## config.mk

```make
export PLATFORM = sky130hd
export DESIGN_NAME = maxpool_ctrl_flat
export DESIGN_NICKNAME = d
export VERILOG_FILES = /design/src/rtl/bnn_pkg.sv /design/src/rtl/maxpool_ctrl_if.sv /design/src/rtl/maxpool_addr_gen.sv /design/src/rtl/maxpool_ctrl.sv /design/src/flat_wrapper.sv
export SDC_FILE = /design/constraint.sdc
export NUM_CORES = 1
export LEC_CHECK = 0
export ABC_AREA = 1
export CELL_PAD_IN_SITES_DETAIL_PLACEMENT = 0
export CELL_PAD_IN_SITES_GLOBAL_PLACEMENT = 1
export CORE_MARGIN = 4
export CORE_UTILIZATION = 35
export DETAILED_ROUTE_END_ITERATION = 6
export GPL_TIMING_DRIVEN = 0
export PLACE_DENSITY = 0.81
export SETUP_SLACK_MARGIN = 0.02
export SYNTH_ARGS = -nofsm -noshare
export SYNTH_HDL_FRONTEND = slang
export SYNTH_HIERARCHICAL = 1
export SYNTH_SLANG_ARGS = --single-unit
export TNS_END_PERCENT = 1
```

## constraint.sdc

```tcl
create_clock -name iCLK -period 2 [get_ports iCLK]
set_input_delay 0.2 -clock iCLK [delete_from_list [all_inputs] [get_ports iCLK]]
set_output_delay 0.2 -clock iCLK [all_outputs]
set_load 0.02 [all_outputs]
```

## src/rtl/bnn_pkg.sv

```systemverilog
// BNN max-pool shared types: FSM states, default geometry,
// and width helpers for the pool sequencer.
package bnn_pkg;

  localparam int IMG_W_D = 8;
  localparam int IMG_H_D = 8;
  localparam int CH_D    = 5;
  localparam int K_D     = 2;

  typedef enum logic [2:0] {
    IDLE,
    FETCH,
    LAST,
    READ,
    OUT,
    DONE
  } state_t;

  function automatic int calcAW(int h, int w, int c);
    return $clog2(h * w * c);
  endfunction

  function automatic int cntW(int n);
    return (n > 1) ? $clog2(n) : 1;
  endfunction

endpackage

```

## src/rtl/maxpool_ctrl_if.sv

```systemverilog
// Downstream pooled-vector stream with valid/ready handshake.
// master drives data/valid, slave returns ready.
interface maxpool_ctrl_if #(
  parameter int CH = 5
);
  logic [CH-1:0] oDATA;
  logic          oValid;
  logic          iReady;

  modport master (
    output oDATA,
    output oValid,
    input  iReady
  );

  modport slave (
    input  oDATA,
    input  oValid,
    output iReady
  );
endinterface

```

## src/rtl/maxpool_addr_gen.sv

```systemverilog
// Nested ky/kx/ch window counters and px/py pixel counters
// producing the feature-map bit address.
module maxpool_addr_gen
  import bnn_pkg::*;
#(
  parameter int IMG_W = IMG_W_D,
  parameter int IMG_H = IMG_H_D,
  parameter int CH    = CH_D,
  parameter int K     = K_D,
  parameter int AW    = 9
) (
  input  logic          iCLK,
  input  logic          iRSTn,
  input  logic          advWin,
  input  logic          advPix,
  output logic [AW-1:0] addr,
  output logic [6:0]    chan,
  output logic          lastInWin,
  output logic          lastPix
);

  localparam int PW  = IMG_W / K;
  localparam int PH  = IMG_H / K;
  localparam int CHW = cntW(CH);
  localparam int KW  = cntW(K);
  localparam int PXW = cntW(PW);
  localparam int PYW = cntW(PH);

  logic [CHW-1:0] ch;
  logic [KW-1:0]  kx;
  logic [KW-1:0]  ky;
  logic [PXW-1:0] px;
  logic [PYW-1:0] py;

  logic lastCh;
  logic lastKx;
  logic lastKy;
  logic lastPx;
  logic lastPy;

  assign lastCh = (ch == CHW'(CH - 1));
  assign lastKx = (kx == KW'(K - 1));
  assign lastKy = (ky == KW'(K - 1));
  assign lastPx = (px == PXW'(PW - 1));
  assign lastPy = (py == PYW'(PH - 1));

  assign lastInWin = lastCh & lastKx & lastKy;
  assign lastPix   = lastPx & lastPy;

  always_ff @(posedge iCLK) begin
    if (!iRSTn) begin
      ch <= '0;
      kx <= '0;
      ky <= '0;
      px <= '0;
      py <= '0;
    end else begin
      if (advWin) begin
        if (lastCh) begin
          ch <= '0;
          if (lastKx) begin
            kx <= '0;
            ky <= lastKy ? '0 : ky + 1'b1;
          end else begin
            kx <= kx + 1'b1;
          end
        end else begin
          ch <= ch + 1'b1;
        end
      end
      if (advPix) begin
        if (lastPx) begin
          px <= '0;
          py <= lastPy ? '0 : py + 1'b1;
        end else begin
          px <= px + 1'b1;
        end
      end
    end
  end

  logic [AW-1:0] row;
  logic [AW-1:0] col;

  assign row  = AW'(py) * AW'(K) + AW'(ky);
  assign col  = AW'(px) * AW'(K) + AW'(kx);
  assign addr = (row * AW'(IMG_W) + col) * AW'(CH) + AW'(ch);
  assign chan = 7'(ch);

endmodule

```

## src/rtl/maxpool_ctrl.sv

```systemverilog
// Binary max-pool sequencer: streams each KxK window into the
// pool unit, reads/clears it and hands the vector downstream.
module maxpool_ctrl
  import bnn_pkg::*;
#(
  parameter  int IMG_W = IMG_W_D,
  parameter  int IMG_H = IMG_H_D,
  parameter  int CH    = CH_D,
  parameter  int K     = K_D,
  localparam int AW    = calcAW(IMG_H, IMG_W, CH)
) (
  input  logic          iCLK,
  input  logic          iRSTn,
  input  logic          iStart,
  output logic [AW-1:0] oMemADDR,
  input  logic          iMemDATA,
  output logic          oPoolWE,
  output logic          oPoolRE,
  output logic [6:0]    oPoolADDR,
  output logic          oPoolBIT,
  input  logic [CH-1:0] iPoolDATA,
  output logic          oBusy,
  output logic          oDone,
  maxpool_ctrl_if.master dn
);

  state_t state;
  state_t nxt;

  logic advWin;
  logic advPix;
  logic rdPool;
  logic valid;
  logic lastInWin;
  logic lastPix;
  logic [6:0] chan;

  maxpool_addr_gen #(
    .IMG_W (IMG_W),
    .IMG_H (IMG_H),
    .CH    (CH),
    .K     (K),
    .AW    (AW)
  ) u_addr (
    .iCLK      (iCLK),
    .iRSTn     (iRSTn),
    .advWin    (advWin),
    .advPix    (advPix),
    .addr      (oMemADDR),
    .chan      (chan),
    .lastInWin (lastInWin),
    .lastPix   (lastPix)
  );

  always_ff @(posedge iCLK) begin
    if (!iRSTn) state <= IDLE;
    else        state <= nxt;
  end

  always_comb begin
    nxt    = state;
    advWin = 1'b0;
    advPix = 1'b0;
    rdPool = 1'b0;
    valid  = 1'b0;
    oBusy  = 1'b0;
    oDone  = 1'b0;
    unique case (state)
      IDLE: if (iStart) nxt = FETCH;
      FETCH: begin
        oBusy  = 1'b1;
        advWin = 1'b1;
        if (lastInWin) nxt = LAST;
      end
      LAST: begin
        oBusy = 1'b1;
        nxt   = READ;
      end
      READ: begin
        oBusy  = 1'b1;
        rdPool = 1'b1;
        nxt    = OUT;
      end
      OUT: begin
        oBusy = 1'b1;
        valid = 1'b1;
        if (dn.iReady) begin
          advPix = 1'b1;
          nxt    = lastPix ? DONE : FETCH;
        end
      end
      DONE: begin
        oDone = 1'b1;
        nxt   = IDLE;
      end
      default: nxt = IDLE;
    endcase
  end

  // memory data lags its address by one cycle, so the
  // channel index and write strobe follow it
  logic       wrValid;
  logic [6:0] wrCh;

  always_ff @(posedge iCLK) begin
    if (!iRSTn) begin
      wrValid  <= 1'b0;
      wrCh     <= '0;
      dn.oDATA <= '0;
    end else begin
      wrValid <= advWin;
      wrCh    <= chan;
      if (rdPool) dn.oDATA <= iPoolDATA;
    end
  end

  assign oPoolWE   = wrValid;
  assign oPoolRE   = rdPool;
  assign oPoolADDR = wrValid ? wrCh : 7'd0;
  assign oPoolBIT  = wrValid & iMemDATA;
  assign dn.oValid = valid;

endmodule

```

## src/flat_wrapper.sv

```systemverilog
// flat-port wrapper written by rule: the top's interface ports become plain ports
module maxpool_ctrl_flat import bnn_pkg::*;
#(
  parameter  int IMG_W = IMG_W_D,
  parameter  int IMG_H = IMG_H_D,
  parameter  int CH    = CH_D,
  parameter  int K     = K_D,
  localparam int AW    = calcAW(IMG_H, IMG_W, CH)
)
  (iCLK, iRSTn, iStart, oMemADDR, iMemDATA, oPoolWE, oPoolRE, oPoolADDR, oPoolBIT, iPoolDATA, oBusy, oDone, dn_oDATA, dn_oValid, dn_iReady);
  maxpool_ctrl_if #(.CH(CH)) dn_i ();
  input  logic iCLK;
  input  logic iRSTn;
  input  logic iStart;
  output logic [AW-1:0] oMemADDR;
  input  logic iMemDATA;
  output logic oPoolWE;
  output logic oPoolRE;
  output logic [6:0] oPoolADDR;
  output logic oPoolBIT;
  input  logic [CH-1:0] iPoolDATA;
  output logic oBusy;
  output logic oDone;
  output wire logic [$bits(dn_i.oDATA)-1:0] dn_oDATA;
  output wire logic [$bits(dn_i.oValid)-1:0] dn_oValid;
  input wire logic [$bits(dn_i.iReady)-1:0] dn_iReady;
  assign dn_oDATA = dn_i.oDATA;
  assign dn_oValid = dn_i.oValid;
  assign dn_i.iReady = dn_iReady;
  maxpool_ctrl #(.IMG_W(IMG_W), .IMG_H(IMG_H), .CH(CH), .K(K)) u_core (.iCLK(iCLK), .iRSTn(iRSTn), .iStart(iStart), .oMemADDR(oMemADDR), .iMemDATA(iMemDATA), .oPoolWE(oPoolWE), .oPoolRE(oPoolRE), .oPoolADDR(oPoolADDR), .oPoolBIT(oPoolBIT), .iPoolDATA(iPoolDATA), .oBusy(oBusy), .oDone(oDone), .dn(dn_i));
endmodule
```

# Yosys cells after proc, flatten, opt, wreduce, memory -nomap -nowiden

Cells that the tools add are included.
W data, S select, Z words.

Bits of input ports: 10
Bits in registers: 25
Logic and storage cells: 59
Output and inout bits: 27

$add $sub $neg: 9
Mux-type cells: 18
Bitwise operators: 4
Reduce and logical (&&, ||, !) cells: 6
Multipliers: 1
Eq/ne operators: 11

Operators with widths:

| operator              | number |
|---|---|
| $mux W3               | 5 |
| $pmux W3 S5           | 1 |
| $add A9 B3 Y9         | 1 |
| $eq A3 B3 Y1 const B  | 3 |
| $mul A8 B3 Y9 const B | 1 |
| $mux W1               | 9 |
| $add A3 B1 Y4         | 2 |
| $add A7 B4 Y8         | 1 |
| $mux W7               | 1 |
| $eq A3 B2 Y1 const B  | 2 |
| $reduce_and A3 Y1     | 2 |
| $add A2 B1 Y2 const B | 2 |
| $and A1 B1 Y1         | 4 |
| $eq A2 B2 Y1 const B  | 2 |
| $mux W2               | 2 |
| $ne A2 B2 Y1 const B  | 2 |
| $reduce_and A2 Y1     | 2 |
| $reduce_or A4 Y1      | 1 |
| $add A3 B1 Y3 const B | 1 |
| $eq A3 B1 Y1 const B  | 1 |
| $logic_not A3 Y1      | 1 |
| $add A1 B1 Y1 const B | 2 |
| $ne A2 B1 Y1 const B  | 1 |

# Depth between registers and ports, before layout

Word-level depth: 5
Mapped depth: 9
Gate-level depth less buffers: 9

# Hierarchy

Netlist, hierarchy kept.

By module, submodules not included:

| module           | seq. area each (µm²) | instances | area each (µm²) | cells each |
|---|---|---|---|---|
| maxpool_addr_gen | 180.2                | 1         | 905.9           | 124 |
| maxpool_ctrl     | 320.3                | 1         | 665.6           | 97 |

# Worst setup path after synthesis

Ideal clock, no wire load.

Kind: reg2out
Start: reg u_core.u_addr.kx
End: out oMemADDR[5]
Data arrival time: 1.939 ns
Required time: 1.800 ns
Path slack: -0.139 ns
Stages on the path, launching flop included: 8
Buffers on the path: 0
Path through: dfxtp_1 ha_1 ha_1 inv_1 fa_1 nor2_1 nor2_1 xnor2_1

Word-level cells in the longest chain between the ends: 4

RTL lines:

| item                     | RTL line               | source |
|---|---|---|
| start: declaration       | maxpool_addr_gen.sv:30 | `logic [KW-1:0] kx;` |
| start signal: assignment | maxpool_addr_gen.sv:65 | `kx <= kx + 1'b1;` |
| $add A3 B1 Y4            | maxpool_addr_gen.sv:86 | `assign col = AW'(px) * AW'(K) + AW'(kx);` |
| $add A7 B4 Y8            | maxpool_addr_gen.sv:87 | `assign addr = (row * AW'(IMG_W) + col) * AW'(CH) + AW'(ch);` |
| $mul A8 B3 Y9            | maxpool_addr_gen.sv:87 |  |
| $add A9 B3 Y9            | maxpool_addr_gen.sv:87 |  |
| end: declaration         | flat_wrapper.sv:15     | `output logic [AW-1:0] oMemADDR;` |

No other way between the ends.

# Final worst setup path

Start: reg u_core.u_addr.px[1]
End: out oMemADDR[5]

Word-level cells in the longest chain between the ends: 4

RTL lines:

| item                     | RTL line               | source |
|---|---|---|
| start: declaration       | maxpool_addr_gen.sv:32 | `logic [PXW-1:0] px;` |
| start signal: assignment | maxpool_addr_gen.sv:76 | `px <= px + 1'b1;` |
| $add A3 B1 Y4            | maxpool_addr_gen.sv:86 |  |
| $add A7 B4 Y8            | maxpool_addr_gen.sv:87 |  |
| $mul A8 B3 Y9            | maxpool_addr_gen.sv:87 |  |
| $add A9 B3 Y9            | maxpool_addr_gen.sv:87 |  |

No other way between the ends.

==> results.yml <==
status:
  outcome: "finished, violations left"
  violations: "negative setup slack"
routing:
  drtIter0Drc: 52
  ant_nets: 0
  viasPerCell: 4.414
  routedWlPerCell_microns: 9.975
  drc: 0
  first_pass_iters: 4
  vias: 1417
  routed_wirelength_microns: 3202
timing:
  rsz0062_at_grt: "yes"
  fmax_mhz: 452.9
  timing.final.hold_violations: 0
  worst_slack_ns: -0.2078
  skew_ns: 0.001376
  fin_crit_sh_pct: 110.4
  timing.hold.ws_ns: 0.4780
  setup_tns_ns: -1.018
  setup_violations: 7
  layout_min_cycle_time_ns: 2.208
  drv_slew: 0
hold_path:
  hold_path.class: "flop to flop"
  holdPathEnd: "u_core/wrCh[1]"
  min_from: "u_core/u_addr/ch[1]"
  whs_path_depth: 2
yosys:
  syn-mean-instance-area_sq_um: 7.111
  ys_ff_latch: 25
  synth_area_sq_um: 1572
  synth-warning-count: 6
  yosys.area.top_type: "dfxtp_1"
  ys_types: 25
  synth_top_area_share_pct: 31.85
  ys_seq_area_share_pct: 31.85
  synthCells: 221
  synth_area_leaders: "dfxtp_1 32%, ha_1 18%, nand2_1 12%"
floorplanning:
  placement_rows: 24
  die-width_microns: 75.01
  num_io_pins: 37
  die_h_microns: 75.01
  dieArea_sq_um: 5626
  initial_core_util_pct: 36.09
  core_area_sq_um: 4354
final_layout:
  nets: 303
  area_growth_syn_to_layout_pct: 46.74
  final_core_util_pct: 52.96
  fillers: 426
  final_cell_mix: "45 x nand2_1, 39 x inv_1, 28 x clkdlybuf4s50_1"
  antennaDiodeCount: 0
  drive_gt1_share_pct: 25.28
  final_common_cell: "nand2_1"
grt:
  grt_max_degree: 14
  grt_first_pass_wirelength_microns: 5382
  antenna_found_initial: 0
  use_met1_pct: 15.69
  top_usage_layer: "met2"
  met2_usage_pct: 20.99
  grt_usage_pct: 12.12
  grt_use_met3_pct: 2.670
  overflow: 0
  grt_pass1_vias: 1306
worst_setup_path:
  reg2reg_setup_slack_ns: 0.62
  reg2reg_from: "u_core/state[1]"
  required_ns: 1.80
  cp-start-kind: "flop"
  end_kind: "output pin"
  arrival_ns: 2.01
  cp_max_fo: 3
  regToRegEndpoint: "u_core/u_addr/py[0]"
  r2r_cells: 7
  worstSetupPathType: "flop to output pin"
clock_network:
  numCtsBuffers: 3
  cts_tree: "built"
  clock_latency_ns: 0.26
  cts.hold.buffers_added: 0
  clkSinkCount: 25
  clockBufferDepth: 2
  clk_pin_slew_worst_paths_ns: 0.08
  root_buffer: "clkbuf_8"
  htreeDepth: 1
pwr:
  finalPower_uw: 1010
  cellLeakagePower_uw: 0.001168
  p_per_area_nw_per_um2: 438.0
  vdd_drop_max_mv: 0.6517
job:
  maxCapViolCount: 0
placed_design:
  place.gp.congestion: 0.7967
  dp_hpwl_microns: 2333
  numPortBuffers: 36
## registers in the layout, indices dropped and copies added, names as in the netlist, 2 cells and up
name	count
u_core/dn.oDATA	5
u_core/wrCh	7
u_core/u_addr/px	2
u_core/u_addr/ch	3
u_core/u_addr/py	2
u_core/state	3
## critical path: stages, from the launching register on
cell,delay [ns]
dfxtp_4,0.39
ha_4,0.21
ha_4,0.26
inv_2,0.04
fa_2,0.39
nor2_2,0.14
nor2_2,0.05
xnor2_2,0.12
buf_4,0.15
## kinds of logic (layout without fill, tap and decap cells)
logic type	count (synthesis)	count (layout)	share of synthesized area [%]
AOI/OAI and AO/OA	24	24	8.201
adders and majority gates	23	23	18.79
DFF	25	25	31.85
other	1	4	0.2386
xor gates and xnor gates	4	4	2.230
buffers and inverters	51	96	13.22
and+or+nand+nor	93	93	25.48
## through the flow
stage | cell area (sq um) | setup slack (ns) | std cells
global placement | 2018 | -0.5961 | 312
global route | 2306 | -0.2748 | 321
finish | 2306 | -0.2078 | 321
floorplan | 1593 | 0.02384 | 224
detailed placement | 2018 | -0.5888 | 312
CTS | 2241 | -0.2239 | 318
## cell type report
type                            count  area, sq um  share of cell area, %
Timing Repair Buffer               41        387.9                  16.82
Sequential cell                    25        523.0                  22.68
Tap cell                           52        65.06                  2.821
Buffer                              6        37.54                  1.628
Inverter                           45        170.2                  7.379
Clock buffer                        4        45.04                  1.953
Multi-Input combinational cell    148         1077                  46.72
## Yosys cell counts
master	instances
a211oi_1	1
a21oi_1	11
a21oi_2	1
buf_4	4
clkbuf_1	2
clkinv_2	1
conb_1	1
dfxtp_1	25
fa_1	1
ha_1	22
inv_1	41
inv_2	3
nand2_1	49
nand2_2	2
nand3_1	5
nand3_2	4
nand4_1	2
nor2_1	26
nor2_2	2
nor3_1	2
o211ai_1	1
o21ai_0	10
or2_0	1
xnor2_1	3
xor2_1	1
## how the worst max path moves through the flow
stage                  endpoint  depth (start not counted)  slack (ns)           startpoint
global route        oMemADDR[8]                         10       -0.27     u_core/u_addr/ky
detailed placement  oMemADDR[5]                          8       -0.59  u_core/u_addr/px[0]
floorplan           oMemADDR[4]                          6        0.02  u_core/u_addr/px[0]
global placement    oMemADDR[5]                          8       -0.60  u_core/u_addr/px[0]
CTS                 oMemADDR[5]                          8       -0.22  u_core/u_addr/px[1]
finish              oMemADDR[5]                          8       -0.21  u_core/u_addr/px[1]
## metal layers
layer / share of wire, % / vias up
li1: - / 774
met1: 48 / 612
met2: 46 / 25
met3: 4.0 / 6
met4: 1.8 / 0
met5: 0 / -
## report_power, final
group          total [uW]  internal (uW)  switching (uW)  leakage [uW]
clock                 290            142             148     0.0000228
combinational         185           85.5            99.6      0.000936
sequential            535            514            20.1      0.000209
## timing repair
item,in CTS,in global routing
endpoints found under the hold margin,0,0
setup buffers,2,3
gates resized for setup,67,14
setup endpoints to repair,9,8
pin swaps,7,9
No activity file was read; power rests on OpenSTA's default activity.
